--- config.mk ---
export PLATFORM = sky130hd
export DESIGN_NAME = ceespu_text_console
export DESIGN_NICKNAME = d
export VERILOG_FILES = /design/src/rtl/ceespu_console_pkg.sv /design/src/rtl/ceespu_console_cursor.sv /design/src/rtl/ceespu_text_console.sv
export SDC_FILE = /design/constraint.sdc
export NUM_CORES = 1
export LEC_CHECK = 0
export CAP_MARGIN = 20
export CELL_PAD_IN_SITES_DETAIL_PLACEMENT = 0
export CELL_PAD_IN_SITES_GLOBAL_PLACEMENT = 1
export CORE_MARGIN = 3
export CORE_UTILIZATION = 35
export CTS_BUF_LIST = sky130_fd_sc_hd__clkbuf_4
export DETAILED_ROUTE_END_ITERATION = 8
export PLACE_DENSITY = 0.85
export SYNTH_ARGS = -nofsm -noshare
export SYNTH_HDL_FRONTEND = slang
export SYNTH_SLANG_ARGS = --single-unit
--- constraint.sdc ---
create_clock -name I_sys_clk -period 4 [get_ports I_sys_clk]
set_input_delay 1.2 -clock I_sys_clk [delete_from_list [all_inputs] [get_ports I_sys_clk]]
set_output_delay 1.2 -clock I_sys_clk [all_outputs]
set_load 0.02 [all_outputs]
--- src/rtl/ceespu_console_pkg.sv ---
// Shared types and constants for the ceespu text console writer.
package ceespu_console_pkg;

    typedef enum logic [2:0] {
        ST_IDLE   = 3'd0,
        ST_TEXT   = 3'd1,
        ST_COLOUR = 3'd2,
        ST_ESC    = 3'd3,
        ST_CLEAR  = 3'd4
    } console_state_e;

    localparam logic [7:0]  CODE_CR = 8'h0D;
    localparam logic [7:0]  CODE_LF = 8'h0A;
    localparam logic [7:0]  CODE_BS = 8'h08;
    localparam logic [7:0]  CODE_FF = 8'h0C;
    localparam logic [7:0]  CODE_ESC = 8'h1B;

    localparam logic [31:0] SPACE_WORD = 32'h2020_2020;

    localparam logic [24:0] TEXT_BASE_ADDR   = 25'h000F800;
    localparam logic [24:0] COLOUR_BASE_ADDR = 25'h000F000;

    function automatic logic [3:0] lane_strobe(input logic [1:0] lane);
        return 4'b0001 << lane;
    endfunction

    function automatic logic [24:0] word_addr(input logic [24:0] base, input logic [10:0] index);
        return base + {14'd0, index[10:2], 2'b00};
    endfunction

endpackage

--- src/rtl/ceespu_console_cursor.sv ---
// Cursor position tracker: column/row with advance, newline, carriage return,
// backspace and home; flags the last column and the last (wrapping) row.
module ceespu_console_cursor #(
    parameter int COLS = 80,
    parameter int ROWS = 25
) (
    input  logic       clk,
    input  logic       reset,
    input  logic       advance,
    input  logic       newline,
    input  logic       carriage,
    input  logic       backspace,
    input  logic       home,
    output logic [6:0] col,
    output logic [4:0] row,
    output logic       last_col,
    output logic       wrap
);

    localparam logic [6:0] LAST_COL = 7'(COLS - 1);
    localparam logic [4:0] LAST_ROW = 5'(ROWS - 1);

    logic [6:0] col_r;
    logic [4:0] row_r;

    assign col      = col_r;
    assign row      = row_r;
    assign last_col = (col_r == LAST_COL);
    assign wrap     = (row_r == LAST_ROW);

    // Cursor update; a row advance from the last row wraps to row 0.
    always_ff @(posedge clk) begin
        if (reset || home) begin
            col_r <= 7'd0;
            row_r <= 5'd0;
        end else if (newline) begin
            col_r <= 7'd0;
            row_r <= wrap ? 5'd0 : row_r + 5'd1;
        end else if (carriage) begin
            col_r <= 7'd0;
        end else if (backspace) begin
            col_r <= (col_r != 7'd0) ? col_r - 7'd1 : col_r;
        end else if (advance) begin
            if (last_col) begin
                col_r <= 7'd0;
                row_r <= wrap ? 5'd0 : row_r + 5'd1;
            end else begin
                col_r <= col_r + 7'd1;
            end
        end else begin
            col_r <= col_r;
            row_r <= row_r;
        end
    end

endmodule

--- src/rtl/ceespu_text_console.sv ---
// Text-console writer: byte stream in, byte-lane writes to the GPU text RAM out.
// Define CEESPU_CONSOLE_COLOUR_EN to add the attribute register and colour RAM writes.
module ceespu_text_console
    import ceespu_console_pkg::*;
#(
    parameter int          COLS      = 80,
    parameter int          ROWS      = 25,
    parameter logic [24:0] TEXT_BASE = TEXT_BASE_ADDR
`ifdef CEESPU_CONSOLE_COLOUR_EN
    ,
    parameter logic [24:0] COLOUR_BASE  = COLOUR_BASE_ADDR,
    parameter logic [7:0]  DEFAULT_ATTR = 8'h0F
`endif
) (
    input  logic        I_sys_clk,
    input  logic        I_sys_reset,
    input  logic        I_char_valid,
    input  logic [7:0]  I_char,
    output logic        O_char_ready,
    output logic [3:0]  O_sys_write_enable,
    output logic [24:0] O_sys_address,
    output logic [31:0] O_sys_data,
    input  logic        I_sys_ready,
    output logic [6:0]  O_cursor_col,
    output logic [4:0]  O_cursor_row
);

    localparam logic [9:0] CLR_ROW_LAST  = 10'(COLS / 4 - 1);
    localparam logic [9:0] CLR_FULL_LAST = 10'(COLS * ROWS / 4 - 1);

    console_state_e state_r;
    logic        ready_r;
    logic [3:0]  we_r;
    logic [24:0] addr_r;
    logic [31:0] data_r;
    logic [9:0]  clr_cnt_r;
    logic        clr_full_r;
`ifdef CEESPU_CONSOLE_COLOUR_EN
    logic [7:0]  attr_r;
    logic        clr_colour_r;
`endif

    logic [6:0]  col_s;
    logic [4:0]  row_s;
    logic        last_col_s;
    logic        wrap_s;
    logic [10:0] index_s;
    logic        accept_s;
    logic        ack_s;
    logic        clr_last_s;
    logic        glyph_wrap_s;
    logic        cur_adv_s;
    logic        cur_lf_s;
    logic        cur_cr_s;
    logic        cur_bs_s;
    logic        cur_home_s;

    ceespu_console_cursor #(.COLS(COLS), .ROWS(ROWS)) u_cursor (
        .clk       (I_sys_clk),
        .reset     (I_sys_reset),
        .advance   (cur_adv_s),
        .newline   (cur_lf_s),
        .carriage  (cur_cr_s),
        .backspace (cur_bs_s),
        .home      (cur_home_s),
        .col       (col_s),
        .row       (row_s),
        .last_col  (last_col_s),
        .wrap      (wrap_s)
    );

    assign index_s      = 11'(row_s) * 11'(COLS) + 11'(col_s);
    assign accept_s     = I_char_valid & ready_r;
    assign ack_s        = I_sys_ready & (we_r != 4'd0);
    assign clr_last_s   = (clr_cnt_r == (clr_full_r ? CLR_FULL_LAST : CLR_ROW_LAST));
    assign glyph_wrap_s = last_col_s & wrap_s;

    assign O_char_ready       = ready_r & ~I_sys_reset;
    assign O_sys_write_enable = we_r;
    assign O_sys_address      = addr_r;
    assign O_sys_data         = data_r;
    assign O_cursor_col       = col_s;
    assign O_cursor_row       = row_s;

    // Cursor strobes: control codes act on acceptance, glyphs once their last write lands.
    always_comb begin
        cur_adv_s  = 1'b0;
        cur_lf_s   = 1'b0;
        cur_cr_s   = 1'b0;
        cur_bs_s   = 1'b0;
        cur_home_s = 1'b0;
        case (state_r)
            ST_IDLE: begin
                if (accept_s) begin
                    case (I_char)
                        CODE_CR: cur_cr_s   = 1'b1;
                        CODE_LF: cur_lf_s   = 1'b1;
                        CODE_BS: cur_bs_s   = 1'b1;
                        CODE_FF: cur_home_s = 1'b1;
                        default: cur_adv_s  = 1'b0;
                    endcase
                end else begin
                    cur_adv_s = 1'b0;
                end
            end
`ifdef CEESPU_CONSOLE_COLOUR_EN
            ST_COLOUR: begin
                if (ack_s) cur_adv_s = 1'b1;
                else       cur_adv_s = 1'b0;
            end
`else
            ST_TEXT: begin
                if (ack_s) cur_adv_s = 1'b1;
                else       cur_adv_s = 1'b0;
            end
`endif
            default: cur_adv_s = 1'b0;
        endcase
    end

    // Main FSM and registered bus driver; one request is outstanding at a time.
    always_ff @(posedge I_sys_clk) begin
        if (I_sys_reset) begin
            state_r    <= ST_IDLE;
            ready_r    <= 1'b1;
            we_r       <= 4'd0;
            addr_r     <= 25'd0;
            data_r     <= 32'd0;
            clr_cnt_r  <= 10'd0;
            clr_full_r <= 1'b0;
`ifdef CEESPU_CONSOLE_COLOUR_EN
            attr_r       <= DEFAULT_ATTR;
            clr_colour_r <= 1'b0;
`endif
        end else begin
            case (state_r)
                ST_IDLE: begin
                    if (accept_s) begin
                        case (I_char)
                            CODE_CR, CODE_BS: state_r <= ST_IDLE;
                            CODE_LF: begin
                                if (wrap_s) begin
                                    state_r    <= ST_CLEAR;
                                    ready_r    <= 1'b0;
                                    we_r       <= 4'hF;
                                    addr_r     <= TEXT_BASE;
                                    data_r     <= SPACE_WORD;
                                    clr_cnt_r  <= 10'd0;
                                    clr_full_r <= 1'b0;
`ifdef CEESPU_CONSOLE_COLOUR_EN
                                    clr_colour_r <= 1'b0;
`endif
                                end else begin
                                    state_r <= ST_IDLE;
                                end
                            end
                            CODE_FF: begin
                                state_r    <= ST_CLEAR;
                                ready_r    <= 1'b0;
                                we_r       <= 4'hF;
                                addr_r     <= TEXT_BASE;
                                data_r     <= SPACE_WORD;
                                clr_cnt_r  <= 10'd0;
                                clr_full_r <= 1'b1;
`ifdef CEESPU_CONSOLE_COLOUR_EN
                                clr_colour_r <= 1'b0;
`endif
                            end
`ifdef CEESPU_CONSOLE_COLOUR_EN
                            CODE_ESC: state_r <= ST_ESC;
`endif
                            default: begin
                                state_r <= ST_TEXT;
                                ready_r <= 1'b0;
                                we_r    <= lane_strobe(index_s[1:0]);
                                addr_r  <= word_addr(TEXT_BASE, index_s);
                                data_r  <= {4{I_char}};
                            end
                        endcase
                    end
                end
`ifdef CEESPU_CONSOLE_COLOUR_EN
                ST_ESC: begin
                    if (accept_s) begin
                        attr_r  <= I_char;
                        state_r <= ST_IDLE;
                    end
                end
                ST_TEXT: begin
                    if (ack_s) begin
                        state_r <= ST_COLOUR;
                        we_r    <= lane_strobe(index_s[1:0]);
                        addr_r  <= word_addr(COLOUR_BASE, index_s);
                        data_r  <= {4{attr_r}};
                    end
                end
                ST_COLOUR: begin
`else
                ST_TEXT: begin
`endif
                    if (ack_s) begin
                        if (glyph_wrap_s) begin
                            state_r    <= ST_CLEAR;
                            we_r       <= 4'hF;
                            addr_r     <= TEXT_BASE;
                            data_r     <= SPACE_WORD;
                            clr_cnt_r  <= 10'd0;
                            clr_full_r <= 1'b0;
`ifdef CEESPU_CONSOLE_COLOUR_EN
                            clr_colour_r <= 1'b0;
`endif
                        end else begin
                            state_r <= ST_IDLE;
                            ready_r <= 1'b1;
                            we_r    <= 4'd0;
                        end
                    end
                end
                ST_CLEAR: begin
                    if (ack_s) begin
`ifdef CEESPU_CONSOLE_COLOUR_EN
                        // Each text word is followed by its colour word at the same offset.
                        if (!clr_colour_r) begin
                            clr_colour_r <= 1'b1;
                            addr_r       <= COLOUR_BASE + {13'd0, clr_cnt_r, 2'b00};
                            data_r       <= {4{attr_r}};
                        end else if (clr_last_s) begin
`else
                        if (clr_last_s) begin
`endif
                            state_r <= ST_IDLE;
                            ready_r <= 1'b1;
                            we_r    <= 4'd0;
                        end else begin
                            clr_cnt_r <= clr_cnt_r + 10'd1;
                            addr_r    <= TEXT_BASE + {13'd0, clr_cnt_r + 10'd1, 2'b00};
                            data_r    <= SPACE_WORD;
`ifdef CEESPU_CONSOLE_COLOUR_EN
                            clr_colour_r <= 1'b0;
`endif
                        end
                    end
                end
                default: begin
                    state_r <= ST_IDLE;
                    ready_r <= 1'b1;
                    we_r    <= 4'd0;
                end
            endcase
        end
    end

endmodule

Word level (Yosys, flattened, before mapping):

Index checks and enable logic that the tools add are counted.

* flip-flop bits (word level): 88
* input port bits: 12
* output and inout bits: 74
* logic and storage cells: 142

* add/subtract/negate cells: 7
* multiply operators: 1
* equal/unequal tests: 22
* shift operators: 1
* muxes and demuxes: 78
* bitwise operators: 5
* reductions and logical operators: 19

Operators with widths (count)
* $mux W32: 6
* $pmux W32 S3: 2
* $mux W25: 6
* $pmux W25 S3: 2
* $mux W10: 6
* $eq A8 B4 Y1 const B: 4
* $mux W5: 6
* $pmux W10 S3: 1
* $mux W7: 4
* $mux W4: 6
* $pmux W4 S3: 2
* $mux W1: 23
* $ne A2 B2 Y1 const B: 10
* $pmux W10 S2: 1
* $mux W3: 6
* $pmux W3 S3: 2
* $add A16 B11 Y17 const A: 1
* $add A16 B12 Y17 const A: 1
* $reduce_and A8 Y1: 2
* $reduce_and A6 Y1: 2
* $add A11 B7 Y11: 1
* $add A10 B1 Y10 const B: 1
* $eq A10 B9 Y1: 1
* $mux W9: 1
* 27 further kinds: 36

Logic depth before layout (Yosys ltp):

* word-level depth: 8
* gate-level depth with buffers: 10
* depth with buffers taken out: 8

By module:

From an unflattened synthesis, not the netlist that was laid out.

* cell total of the unflattened synthesis: 449
* area total of the unflattened synthesis: 3654.8 sq um

Modules (own cells, without submodules)
* ceespu_text_console: instances 1, cells an instance 351, area each 2855.2 sq um, seq. area each 740.7 sq um
* ceespu_console_cursor: instances 1, cells an instance 98, area each 799.5 sq um, seq. area each 240.2 sq um

Worst setup path before layout:

No wires, ideal clock.

* path kind: input-to-reg
* start point: in I_char[5]
* end point: reg clr_cnt_r[0]
* setup time: 0.070 ns
* data arrival time: 3.389 ns
* required time: 3.930 ns
* path slack: 0.541 ns
* stages: 8
* buffers on the path: 3
* cells stage by stage: or4b_1 > buf_2 > or4_1 > buf_2 > a211o_1 > buf_6 > or4_1 > a21oi_1

* cells in the longest elaborated chain, start to end: 4
* elaborated cells on any way between the ends: 8
* classes of those cells: eq/ne (4); mux (3); reduce/logical (1)

RTL lines
* start, declared: line ceespu_text_console.sv:18 `input logic [7:0] I_char,`
* $eq A8 B4 Y1: line ceespu_text_console.sv:139 `case (I_char)`
* $pmux W10 S2: line ceespu_text_console.sv:139
* $mux W10: line ceespu_text_console.sv:138 `if (accept_s) begin`
* $pmux W10 S3: line ceespu_text_console.sv:136 `case (state_r)`
* end signal, assigned: line ceespu_text_console.sv:235 `clr_cnt_r <= clr_cnt_r + 10'd1;`
* end, declared: line ceespu_text_console.sv:36 `logic [9:0] clr_cnt_r;`

Parallel ways exist; a longest one is shown, timed or not. The select of a mux whose other input is x is not followed.
A chain may end at the register's enable or synchronous reset.

Worst setup path in the final report:

* start point: in I_sys_reset
* end point: out O_char_ready

* cells in the longest elaborated chain, start to end: 2

RTL lines
* start, declared: line ceespu_text_console.sv:16 `input logic I_sys_reset,`
* $not A1 Y1: line ceespu_text_console.sv:78 `assign O_char_ready = ready_r & ~I_sys_reset;`
* $and A1 B1 Y1: line ceespu_text_console.sv:78
* end, declared: line ceespu_text_console.sv:19 `output logic O_char_ready,`

No other way between the ends.

==> flow_summary.ini <==
[route]
postRouteAntennaNets = 0
drc = 0
dr.first_iter.drc_count = 242
via_per_inst = 5.75
drt_pass1_iterations = 5
wl_per_cell_microns = 16.4
wl_microns = 10700
vias = 3748

[final_layout]
fill_cells = 1007
layout-drive-gt1-share_pct = 6.78
diodes = 0
syn_to_final_growth_pct = 20.3
fin_nets = 551

[synthesis]
syn_area_sq_um = 3730
syn-mean-instance-area_sq_um = 7.85
ys_seq_area_share_pct = 26.3
synth_edf_count = 0
synth_area_leader_cell = dfxtp_1
synth_seq_cells = 49
synth_cell_types = 60
ys.flop_type = dfxtp_1
syn_inst = 475
synth_warnings = 0
yosysTopAreaCellShare_pct = 26.3
synth_area_leaders = dfxtp_1, buf_4, ha_1
ys_async_sr_fraction_pct = 0
synth.most_common_cell = dfxtp_1
synthTopCellsByCount = dfxtp_1, a21oi_1, buf_4, o21ai_0, nor2_1

[flow_run]
max-cap-violations = 0

[setup_path]
cpMostUsedCell = clkdlybuf4s50_1
rrSetupSlack_ns = 1.10
path_class = in2out
crit_arrival_ns = 2.33
cp-start-kind = input pin
critPathCaptureType = output port
max_stage_delay_ns = 0.60
cp_cell_sequence = clkdlybuf4s50_1, nor2_1, clkdlybuf4s50_1
critPathRequiredTime_ns = 2.80
cpMaxStageDelayCell = clkdlybuf4s50_1
cp_max_fo = 2

[global_route]
grt.total_usage_pct = 17.7
globalRoute.totalOverflow = 0
antenna_found_initial = 0
grt_first_pass_wirelength_microns = 16900
first_global_vias = 3316
grt_start_max_net_pins = 37

[pwr]
power.switching_mw = 1.21
swShare_pct = 47.0
p_total_mw = 2.57
sequentialPowerShare_pct = 26.1
power.density_nw_per_um2 = 573
power.internal_mw = 1.36
vdd_drop_max_mv = 0.392
clockPowerShare_pct = 12.1
p_leak_nw = 1.61
pwr-share-comb_pct = 61.8

[sta]
fmax_mhz = 283
fin_crit_sh_pct = 88.2
worst_pin_slew_ns = 0.821
maxSlewHeadroom_pct = 44.9
skew_ns = 0.0208
setup_viol = 0
finalHoldViolations = 0
drv_slew = 0
setup_tns_ns = 0
grt_setup_unrepaired = false
period_needed_ns = 3.53

[clock_network]
cts_max_level = 2
clk_pin_slew_ns = 0.15
cts_hold_buf = 0
cts_inserted_buffers = 5
post_cts_resized = 0
insertion_delay_ns = 0.38
cts_sinks = 49
post-cts-setup-buffers = 0
clockBufferDepth = 2
clock-root-buffer = clkbuf_4
cts_tree = done

[die]
dieArea_sq_um = 11900
pin_count = 86
initial_core_util_pct = 36.1
die_y_microns = 109
die_width_microns = 109
coreArea_sq_um = 10300
std_cell_rows = 37

[placed_design]
dp_hpwl_microns = 8040
place.port_buffers = 75
gp_congestion = 0.862

[min_path]
hp-class = reg2reg

[run_status]
status = finished clean
## power by group through the flow
stage	Clock [mW]	Combinational [mW]	Sequential, mW
floorplan	0	1.03	0.764
global placement	0	1.56	0.677
detailed placement	0	1.59	0.684
CTS	0.321	1.59	0.673
global route	0.340	1.73	0.688
finish	0.310	1.59	0.670
## cells by family (layout without fill, tap and decap cells)
| kind of cell | count (synthesis) | after routing | synth area share [%] |
|---|---|---|---|
| simple gates | 152 | 152 | 22.1 |
| flops | 49 | 49 | 26.3 |
| xor+xnor | 11 | 11 | 2.99 |
| compound gates | 138 | 138 | 23.0 |
| buf+inv | 84 | 116 | 12.6 |
| mux | 16 | 16 | 4.43 |
| other cells | 1 | 10 | 0.101 |
| fa+ha+maj | 24 | 24 | 8.46 |
## layer usage
layer  share of wire, %  track usage [%]  vias up  routed length [microns]
li1                   -                -     1802                        -
met1                 44             24.4     1748                     4740
met2                 44             27.9      180                     4750
met3                9.1             3.61       18                      971
met4                2.1             4.99        0                      224
met5                  0                0        -                        0
## registers in the layout (all words and copies together) (netlist names)
register,cells
O_sys_address,11
O_sys_data,8
O_sys_write_enable,4
clr_cnt_r,10
clr_full_r,1
ready_r,1
state_r,2
u_cursor.col,7
u_cursor.row,5
## stage by stage
stage	instances	instance area, sq um	util [%]	setup WS (ns)	hold slack (ns)
2_1_floorplan	484	3760	-	0.541	0.443
3_3_place_gp	644	4400	42.6	0.161	0.472
3_5_place_dp	644	4400	42.6	0.134	0.477
4_1_cts	652	4490	43.4	0.448	0.499
5_1_grt	652	4490	43.4	0.389	0.518
6_report	652	4490	43.4	0.471	0.496
## layout by cell type, fill, tap and decap left out, drive strengths merged, types with 3 or more instances in the layout
cell type,count
clkdlybuf4s50,75
dfxtp,49
a21oi,48
o21ai,34
nor2,27
nand4,25
nand2,24
nand3,22
ha,22
buf,17
inv,16
mux2i,12
a211oi,11
conb,10
nor3,9
or4,8
a31oi,7
o31ai,7
xnor2,6
clkbuf,6
nor4,5
or3,5
and3,4
and2,4
mux2,4
xor2,4
a311oi,4
nor3b,3
and4,3
nor2b,3
o21a,3
o41ai,3
a211o,3
## worst paths after layout
check / start / end / depth (start not counted)
min reg2reg: O_sys_address[16]$_SDFFE_PP0P_ / O_sys_address[16]$_SDFFE_PP0P_ / 2
min: O_sys_address[16]$_SDFFE_PP0P_ / O_sys_address[16]$_SDFFE_PP0P_ / 2
max: I_sys_reset / O_char_ready / 3
max reg2reg: state_r[2]$_SDFFE_PP0P_ / O_sys_address[3]$_SDFFE_PP0P_ / 8
## critical path: cells and delay by family
kind,cells,cell delay (ns)
buffers and inverters,2,1.03
AND/OR/NAND/NOR,1,0.10
## area by class of cell
cell class,instances,area [sq um],area share [%]
Multi-Input combinational cell,351,2310,51.5
Sequential cell,49,981,21.9
Timing Repair Buffer,92,878,19.6
Tap cell,136,170,3.79
Inverter,16,60.1,1.34
Clock buffer,6,45.0,1.00
Clock inverter,2,38.8,0.865
No activity file was read; power rests on OpenSTA's default activity.
